===== config.mk =====
export PLATFORM = sky130hd
export DESIGN_NAME = pdm_audio_tx_flat
export DESIGN_NICKNAME = d
export VERILOG_FILES = /design/src/rtl/pdm_tx_pkg.sv /design/src/rtl/pdm_audio_tx_if.sv /design/src/rtl/pdm_sample_fifo.sv /design/src/rtl/pdm_audio_tx.sv /design/src/flat_wrapper.sv
export SDC_FILE = /design/constraint.sdc
export NUM_CORES = 1
export LEC_CHECK = 0
export CORE_MARGIN = 1.5
export CORE_UTILIZATION = 45
export DETAILED_ROUTE_END_ITERATION = 6
export PLACE_DENSITY_LB_ADDON = 0.12
export SLEW_MARGIN = 20
export SYNTH_ARGS = -nofsm -noshare
export SYNTH_HDL_FRONTEND = slang
export SYNTH_SLANG_ARGS = --single-unit

===== constraint.sdc =====
create_clock -name clk_in -period 4.1 [get_ports clk_in]
set_input_delay 0.82 -clock clk_in [delete_from_list [all_inputs] [get_ports clk_in]]
set_output_delay 0.82 -clock clk_in [all_outputs]
set_load 0.005 [all_outputs]

===== src/rtl/pdm_tx_pkg.sv =====
// Shared constants and types for the PDM transmit path; the mic-side decimator imports the same
// constants so both ends agree on bit period and oversampling ratio.
package pdm_tx_pkg;

  typedef enum logic {IDLE, PLAY} pdm_tx_state_t;

  localparam int unsigned PDM_COUNT_PERIOD_DFLT = 32;
  localparam int unsigned OVERSAMPLE_DFLT       = 256;
  localparam logic [7:0]  U_MIDSCALE            = 8'd128;

  // Signed two's-complement sample to offset-binary density (0..255).
  function automatic logic [7:0] sample_to_u(input logic [7:0] s);
    return {~s[7], s[6:0]};
  endfunction

endpackage


===== src/rtl/pdm_audio_tx_if.sv =====
// Sample handshake between the playback source (master) and the PDM transmitter (slave).
interface pdm_audio_tx_if;

  logic [7:0] sample_in;
  logic       sample_valid_in;
  logic       sample_ready_out;

  modport master (
    output sample_in,
    output sample_valid_in,
    input  sample_ready_out
  );

  modport slave (
    input  sample_in,
    input  sample_valid_in,
    output sample_ready_out
  );

endinterface


===== src/rtl/pdm_sample_fifo.sv =====
// Small synchronous sample FIFO with asynchronous reset and a synchronous flush that overrides
// push/pop. Depth must be a power of two and at least 2.
module pdm_sample_fifo #(
  parameter int unsigned DEPTH = 4
) (
  input  logic       clk_in,
  input  logic       rst_in,
  input  logic       i_flush,
  input  logic       i_push,
  input  logic       i_pop,
  input  logic [7:0] i_data,
  output logic [7:0] o_data,
  output logic       o_full,
  output logic       o_empty
);

  localparam int unsigned AW = $clog2(DEPTH);
  localparam logic [AW:0] FULL_COUNT = (AW + 1)'(DEPTH);

  logic [7:0]    r_mem [DEPTH];
  logic [AW-1:0] r_wr_ptr;
  logic [AW-1:0] r_rd_ptr;
  logic [AW:0]   r_count;
  logic          w_push;
  logic          w_pop;

  assign o_full  = (r_count == FULL_COUNT);
  assign o_empty = (r_count == '0);
  assign w_push  = i_push && !o_full;
  assign w_pop   = i_pop && !o_empty;
  assign o_data  = r_mem[r_rd_ptr];

  always_ff @(posedge clk_in or posedge rst_in) begin
    if (rst_in) begin
      r_wr_ptr <= '0;
      r_rd_ptr <= '0;
      r_count  <= '0;
    end else if (i_flush) begin
      r_wr_ptr <= '0;
      r_rd_ptr <= '0;
      r_count  <= '0;
    end else begin
      if (w_push) r_wr_ptr <= r_wr_ptr + 1'b1;
      if (w_pop)  r_rd_ptr <= r_rd_ptr + 1'b1;
      if (w_push && !w_pop) begin
        r_count <= r_count + 1'b1;
      end else if (!w_push && w_pop) begin
        r_count <= r_count - 1'b1;
      end
    end
  end

  always_ff @(posedge clk_in) begin
    if (w_push && !i_flush) r_mem[r_wr_ptr] <= i_data;
  end

endmodule


===== src/rtl/pdm_audio_tx.sv =====
// First-order error-feedback PDM transmitter: FIFO-fed 8-bit samples, each held for OVERSAMPLE
// bit strobes. Define PDM_TX_STATS_EN to add the saturating underrun_count_out port.
module pdm_audio_tx
  import pdm_tx_pkg::*;
#(
  parameter int unsigned PDM_COUNT_PERIOD = PDM_COUNT_PERIOD_DFLT,
  parameter int unsigned OVERSAMPLE       = OVERSAMPLE_DFLT,
  parameter int unsigned FIFO_DEPTH       = 4
) (
  input  logic                 clk_in,
  input  logic                 rst_in,
  input  logic                 enable_in,
  pdm_audio_tx_if.slave        sample_if,
  output logic                 pdm_clk_out,
  output logic                 pdm_out,
  output logic                 playing_out,
`ifdef PDM_TX_STATS_EN
  output logic [15:0]          underrun_count_out,
`endif
  output logic                 underrun_out
);

  localparam int unsigned CW = $clog2(PDM_COUNT_PERIOD);
  localparam int unsigned HW = $clog2(OVERSAMPLE);
  localparam logic [CW-1:0] CTR_LAST  = CW'(PDM_COUNT_PERIOD - 1);
  localparam logic [CW-1:0] CTR_HALF  = CW'(PDM_COUNT_PERIOD / 2);
  localparam logic [HW-1:0] HCNT_LAST = HW'(OVERSAMPLE - 1);
  localparam logic [HW-1:0] HCNT_ONE  = HW'(1);

  logic [CW-1:0] r_ctr;
  logic          r_pdm_clk;
  logic          r_pdm;
  logic [7:0]    r_acc;
  logic [7:0]    r_u;
  logic [HW-1:0] r_hcnt;
  pdm_tx_state_t r_state;
  logic          r_underrun;
  logic          r_enable;

  pdm_tx_state_t w_state_d;
  logic [7:0]    w_u_d;
  logic [7:0]    w_u_eff;
  logic [HW-1:0] w_hcnt_d;
  logic          w_underrun;
  logic          w_strobe;
  logic          w_push;
  logic          w_pop;
  logic          w_full;
  logic          w_empty;
  logic [7:0]    w_head;
  logic [8:0]    w_sum;

  assign w_strobe = (r_ctr == CTR_HALF);
  assign w_push   = sample_if.sample_valid_in && sample_if.sample_ready_out && enable_in;
  assign w_sum    = {1'b0, r_acc} + {1'b0, w_u_eff};

  assign sample_if.sample_ready_out = !w_full;
  assign pdm_clk_out  = r_pdm_clk;
  assign pdm_out      = r_pdm;
  assign playing_out  = (r_state == PLAY);
  assign underrun_out = r_underrun;

  pdm_sample_fifo #(
    .DEPTH (FIFO_DEPTH)
  ) u_fifo (
    .clk_in  (clk_in),
    .rst_in  (rst_in),
    .i_flush (!enable_in),
    .i_push  (w_push),
    .i_pop   (w_pop),
    .i_data  (sample_if.sample_in),
    .o_data  (w_head),
    .o_full  (w_full),
    .o_empty (w_empty)
  );

  // Bit timer never stops, even while disabled.
  always_ff @(posedge clk_in or posedge rst_in) begin
    if (rst_in) begin
      r_ctr     <= '0;
      r_pdm_clk <= 1'b0;
    end else begin
      r_ctr     <= (r_ctr == CTR_LAST) ? '0 : r_ctr + 1'b1;
      r_pdm_clk <= (r_ctr < CTR_HALF);
    end
  end

  always_comb begin
    w_state_d  = r_state;
    w_u_d      = r_u;
    w_u_eff    = r_u;
    w_hcnt_d   = r_hcnt;
    w_pop      = 1'b0;
    w_underrun = 1'b0;
    if (!enable_in) begin
      w_state_d = IDLE;
      w_u_d     = U_MIDSCALE;
      w_hcnt_d  = '0;
    end else if (w_strobe) begin
      unique case (r_state)
        IDLE: begin
          // The first sample drives this very strobe, which counts as its step 0.
          if (!w_empty) begin
            w_state_d = PLAY;
            w_pop     = 1'b1;
            w_u_eff   = sample_to_u(w_head);
            w_u_d     = w_u_eff;
            w_hcnt_d  = HCNT_ONE;
          end
        end
        PLAY: begin
          if (r_hcnt == HCNT_LAST) begin
            w_hcnt_d = '0;
            if (!w_empty) begin
              w_pop = 1'b1;
              w_u_d = sample_to_u(w_head);
            end else begin
              w_u_d      = U_MIDSCALE;
              w_underrun = 1'b1;
            end
          end else begin
            w_hcnt_d = r_hcnt + 1'b1;
          end
        end
        default: w_state_d = IDLE;
      endcase
    end
  end

  always_ff @(posedge clk_in or posedge rst_in) begin
    if (rst_in) begin
      r_state    <= IDLE;
      r_u        <= U_MIDSCALE;
      r_hcnt     <= '0;
      r_underrun <= 1'b0;
      r_enable   <= 1'b0;
    end else begin
      r_state    <= w_state_d;
      r_u        <= w_u_d;
      r_hcnt     <= w_hcnt_d;
      r_underrun <= w_underrun;
      r_enable   <= enable_in;
    end
  end

  // Accumulator clears once on the disabling edge so idle 50% keeps toggling afterwards.
  always_ff @(posedge clk_in or posedge rst_in) begin
    if (rst_in) begin
      r_acc <= '0;
      r_pdm <= 1'b0;
    end else if (!enable_in && r_enable) begin
      r_acc <= '0;
    end else if (w_strobe) begin
      {r_pdm, r_acc} <= w_sum;
    end
  end

`ifdef PDM_TX_STATS_EN
  logic [15:0] r_urun_cnt;

  always_ff @(posedge clk_in or posedge rst_in) begin
    if (rst_in) begin
      r_urun_cnt <= '0;
    end else if (!enable_in) begin
      r_urun_cnt <= '0;
    end else if (w_underrun && (r_urun_cnt != 16'hFFFF)) begin
      r_urun_cnt <= r_urun_cnt + 16'd1;
    end
  end

  assign underrun_count_out = r_urun_cnt;
`endif

endmodule

===== src/flat_wrapper.sv =====
// flat-port wrapper written by rule: the top's interface ports become plain ports
module pdm_audio_tx_flat import pdm_tx_pkg::*;
#(
  parameter int unsigned PDM_COUNT_PERIOD = PDM_COUNT_PERIOD_DFLT,
  parameter int unsigned OVERSAMPLE       = OVERSAMPLE_DFLT,
  parameter int unsigned FIFO_DEPTH       = 4
)
  (clk_in, rst_in, enable_in, pdm_clk_out, pdm_out, playing_out, underrun_out, sample_if_sample_in, sample_if_sample_valid_in, sample_if_sample_ready_out);
  pdm_audio_tx_if sample_if_i ();
  input  logic clk_in;
  input  logic rst_in;
  input  logic enable_in;
  output logic pdm_clk_out;
  output logic pdm_out;
  output logic playing_out;
  output logic underrun_out;
  input wire logic [$bits(sample_if_i.sample_in)-1:0] sample_if_sample_in;
  input wire logic [$bits(sample_if_i.sample_valid_in)-1:0] sample_if_sample_valid_in;
  output wire logic [$bits(sample_if_i.sample_ready_out)-1:0] sample_if_sample_ready_out;
  assign sample_if_i.sample_in = sample_if_sample_in;
  assign sample_if_i.sample_valid_in = sample_if_sample_valid_in;
  assign sample_if_sample_ready_out = sample_if_i.sample_ready_out;
  pdm_audio_tx #(.PDM_COUNT_PERIOD(PDM_COUNT_PERIOD), .OVERSAMPLE(OVERSAMPLE), .FIFO_DEPTH(FIFO_DEPTH)) u_core (.clk_in(clk_in), .rst_in(rst_in), .enable_in(enable_in), .sample_if(sample_if_i), .pdm_clk_out(pdm_clk_out), .pdm_out(pdm_out), .playing_out(playing_out), .underrun_out(underrun_out));
endmodule

==> impl_metrics.csv <==
group,metric,value,unit
synthesis,ys_seq_area_share,56.2,%
pwr,p_sw,0.479,mW
synthesis,synth_top_cell_by_area,"dfrtp_1",
synthesis,synthAdderAreaFrac,6.79,%
pwr,leakage,1.65,nW
setup_path,criticalPathCategory,"primary input to register",
pwr,pwr-share-seq,50.5,%
synthesis,synth_area_leaders,"dfrtp_1 28%, edfxtp_1 27%, ha_1 5.7%, mux4_2 5.1%, nand2_1 2.0%",
floorplanning,start_util,46.0,%
pwr,vdd.ir_drop.worst,0.000223,V
pwr,intPower,1.23,mW
grt,grt_pass1_wl,10.8,mm
sta,holdWs,0.473,ns
placed_design,place_hpwl,4.42,mm
clocking,clk_pin_slew,0.09,ns
setup_path,critPathRequiredTime,4.32,ns
detailed_routing,ant_nets,0,
pwr,combPwrFrac,14.7,%
detailed_routing,drtIter0Drc,67,
clocking,postCtsSetupBuffers,0,
grt,grt_remaining_overflow,0,
sta,setup_viol_count_final,0,
cells_and_area,fin_util,52.3,%
pwr,pwr_density_cell,426,nW/um2
grt,grt_max_degree,23,
synthesis,async_flop_share,56.2,%
sta,max_freq,275,MHz
sta,tns,0,ns
pwr,power_frac_clock,34.8,%
min_path,holdCritPathClass,"register to register",
status,status,"complete, no violations",
grt,met2_usage,27.1,%
synthesis,synth_mux_area_share,8.31,%
floorplanning,die_h,91.7,um
grt,met3_usage,4.48,%
sta,tightest_slew,0.773,ns
sta,rsz0062_at_grt,"false",
cells_and_area,final_common_cell,"dfrtp_1",
cells_and_area,final_nets,332,
sta,setup_ws,0.470,ns
clocking,cts-root-buf,"clkbuf_8",
detailed_routing,wl_per_cell,15.7,um
sta,finalCriticalPeriod,3.63,ns
synthesis,synthSimpleGateAreaFrac,12.8,%
setup_path,cp-start-kind,"primary input",
clocking,cts_htree_levels,3,
floorplanning,die_area,8400,um2
detailed_routing,vias,2198,
synthesis,synth_xor_area_share,2.72,%
detailed_routing,dr.pass1.iters,4,
setup_path,cp_max_fo,8,
sta,skew,0.0111,ns
setup_path,critPathArrivalTime,3.85,ns
cells_and_area,design_area,4020,um2
placed_design,pre_cts_ws,0.110,ns
synthesis,yosysWarnings,0,
detailed_routing,routed_wl,6.41,mm
placed_design,place_area,3810,um2
cells_and_area,syn2layout_area_growth,13.6,%
pwr,p_sw_share,28.0,%
synthesis,yosys.cell_types.count,53,
clocking,clockBufferDepth,2,
floorplanning,dieWidth,91.7,um
clocking,hold_buffers,0,
setup_path,endpoint_kind,"register",
grt,grt_most_used_layer,"met2",
clocking,cts_tree,"done",
clocking,insertion_delay,0.35,ns
clocking,cts_resized,0,
synthesis,synth_compound_area_share,10.4,%
synthesis,ys_ff_latch,73,
flow_run,maxCapViolations,0,
synthesis,syn_area,3540,um2
placed_design,gp_congestion,0.797,
cells_and_area,final_cell_mix,"40 x dfrtp_1, 32 x edfxtp_1, 19 x nand2_1",
sta,maxSlewHeadroom,48.4,%
grt,grt_usage,17.0,%
setup_path,r2r_slack,0.53,ns
floorplanning,fp-row-count,32,
grt,grt_use_met1,22.2,%
cells_and_area,antenna_cells,0,
grt,grt_pass1_vias,2202,
placed_design,portBuffers,16,
sta,slew_viol_final,0,
synthesis,synth_flop_cell,"dfrtp_1",
synthesis,synth_cells,280,
sta,period_share,88.5,%
detailed_routing,viasPerCell,5.37,
cells_and_area,drive_gt1_share,14.3,%
synthesis,synth_nets,310,
synthesis,avgSynthCellArea,12.6,um2
sta,hold_viol_final,0,
clocking,clock_sinks,73,
floorplanning,core,7690,um2
detailed_routing,drc,0,
synthesis,synth_top_area_share,28.3,%
grt,grt_antenna_before_repair,0,
floorplanning,io_pins,17,
synthesis,synth_enable_flop_cells,32,
synthesis,synth_top_family_by_area,"simple AND/OR/NAND/NOR gates",
clocking,cts_buffers,9,
## power by group through the flow
stage	clock network [mW]	registers [mW]	logic, mW
floorplan	0	0.860	0.192
global placement	0	0.879	0.250
detailed placement	0	0.879	0.254
CTS	0.609	0.864	0.256
global route	0.640	0.872	0.286
finish	0.595	0.863	0.252
## metrics by stage
step	power (mW)	cells
floorplan	1.05	280
global placement	1.13	393
detailed placement	1.13	393
CTS	1.73	409
global route	1.80	409
finish	1.71	409
## layout make-up
type	count	area [um2]
inverter	8	30.0
sequential	73	1990
tap	102	128
clock buffer	9	124
clock inverter	7	83.8
multi-input combinational	187	1450
fill	681	3670
timing repair buffer	23	213
## critical path, cell delays in order
cell	delay, ns
clkdlybuf4s50_1	0.48
and3_4	0.18
nor2b_1	0.22
buf_4	0.21
mux2_2	0.37
fa_1	0.43
a211oi_1	0.30
o21bai_1	0.12
a21o_1	0.21
a2111oi_0	0.41
nor3_1	0.09
## sequential cells by signal, indices dropped and copies added, names as in the netlist
register / flops
u_core.pdm_clk_out: 1
u_core.pdm_out: 1
u_core.playing_out: 1
u_core.r_acc: 8
u_core.r_ctr: 5
u_core.r_enable: 1
u_core.r_hcnt: 8
u_core.r_u: 8
u_core.u_fifo.r_count: 3
u_core.u_fifo.r_mem: 32
u_core.u_fifo.r_rd_ptr: 2
u_core.u_fifo.r_wr_ptr: 2
u_core.underrun_out: 1
## cell families (layout without fill, tap and decap cells)
kind of cell / after synthesis / count (layout)
AOI/OAI and AO/OA: 55 / 55
xor gates and xnor gates: 11 / 11
adders and majority gates: 18 / 18
buffers and inverters: 20 / 47
DFF: 73 / 73
muxes: 18 / 18
and+or+nand+nor: 85 / 85
## final timing paths
kind                                 startpoint            endpoint  depth (start not counted)
max in group asynchronous                rst_in       u_core.r_u[6]                          3
worst max register to register  u_core.r_ctr[0]      u_core.pdm_out                         13
worst max-delay path                  enable_in      u_core.pdm_out                         11
worst min-delay path            u_core.r_ctr[4]  u_core.pdm_clk_out                          1
min in group asynchronous                rst_in     u_core.r_enable                          2
worst min register to register  u_core.r_ctr[4]  u_core.pdm_clk_out                          1
## synth_stat cells, types with 2 or more instances
| cell type | number |
|---|---|
| a211oi_1 | 3 |
| a21o_1 | 3 |
| a21oi_1 | 11 |
| a22o_1 | 7 |
| a31oi_1 | 2 |
| and2_1 | 10 |
| and3_1 | 5 |
| buf_2 | 3 |
| buf_6 | 2 |
| clkbuf_1 | 5 |
| dfrtp_1 | 40 |
| edfxtp_1 | 32 |
| fa_1 | 2 |
| ha_1 | 16 |
| inv_1 | 8 |
| mux2_2 | 6 |
| mux2i_1 | 2 |
| mux4_2 | 8 |
| nand2_1 | 19 |
| nand3_1 | 12 |
| nand4_1 | 3 |
| nor2_1 | 14 |
| nor2b_1 | 3 |
| nor3_1 | 8 |
| nor4_1 | 2 |
| o211ai_1 | 2 |
| o21a_1 | 4 |
| o21ai_0 | 14 |
| xnor2_1 | 7 |
| xor2_1 | 4 |
## layer usage
| layer | wire length [um] | vias up | part of all wire, % |
|---|---|---|---|
| li1 | - | 1080 | - |
| met5 | 0 | - | 0 |
| met1 | 3180 | 1086 | 50 |
| met3 | 153 | 10 | 2.4 |
| met4 | 95 | 0 | 1.5 |
| met2 | 2980 | 22 | 47 |
Power figures use the tool's default switching activity.
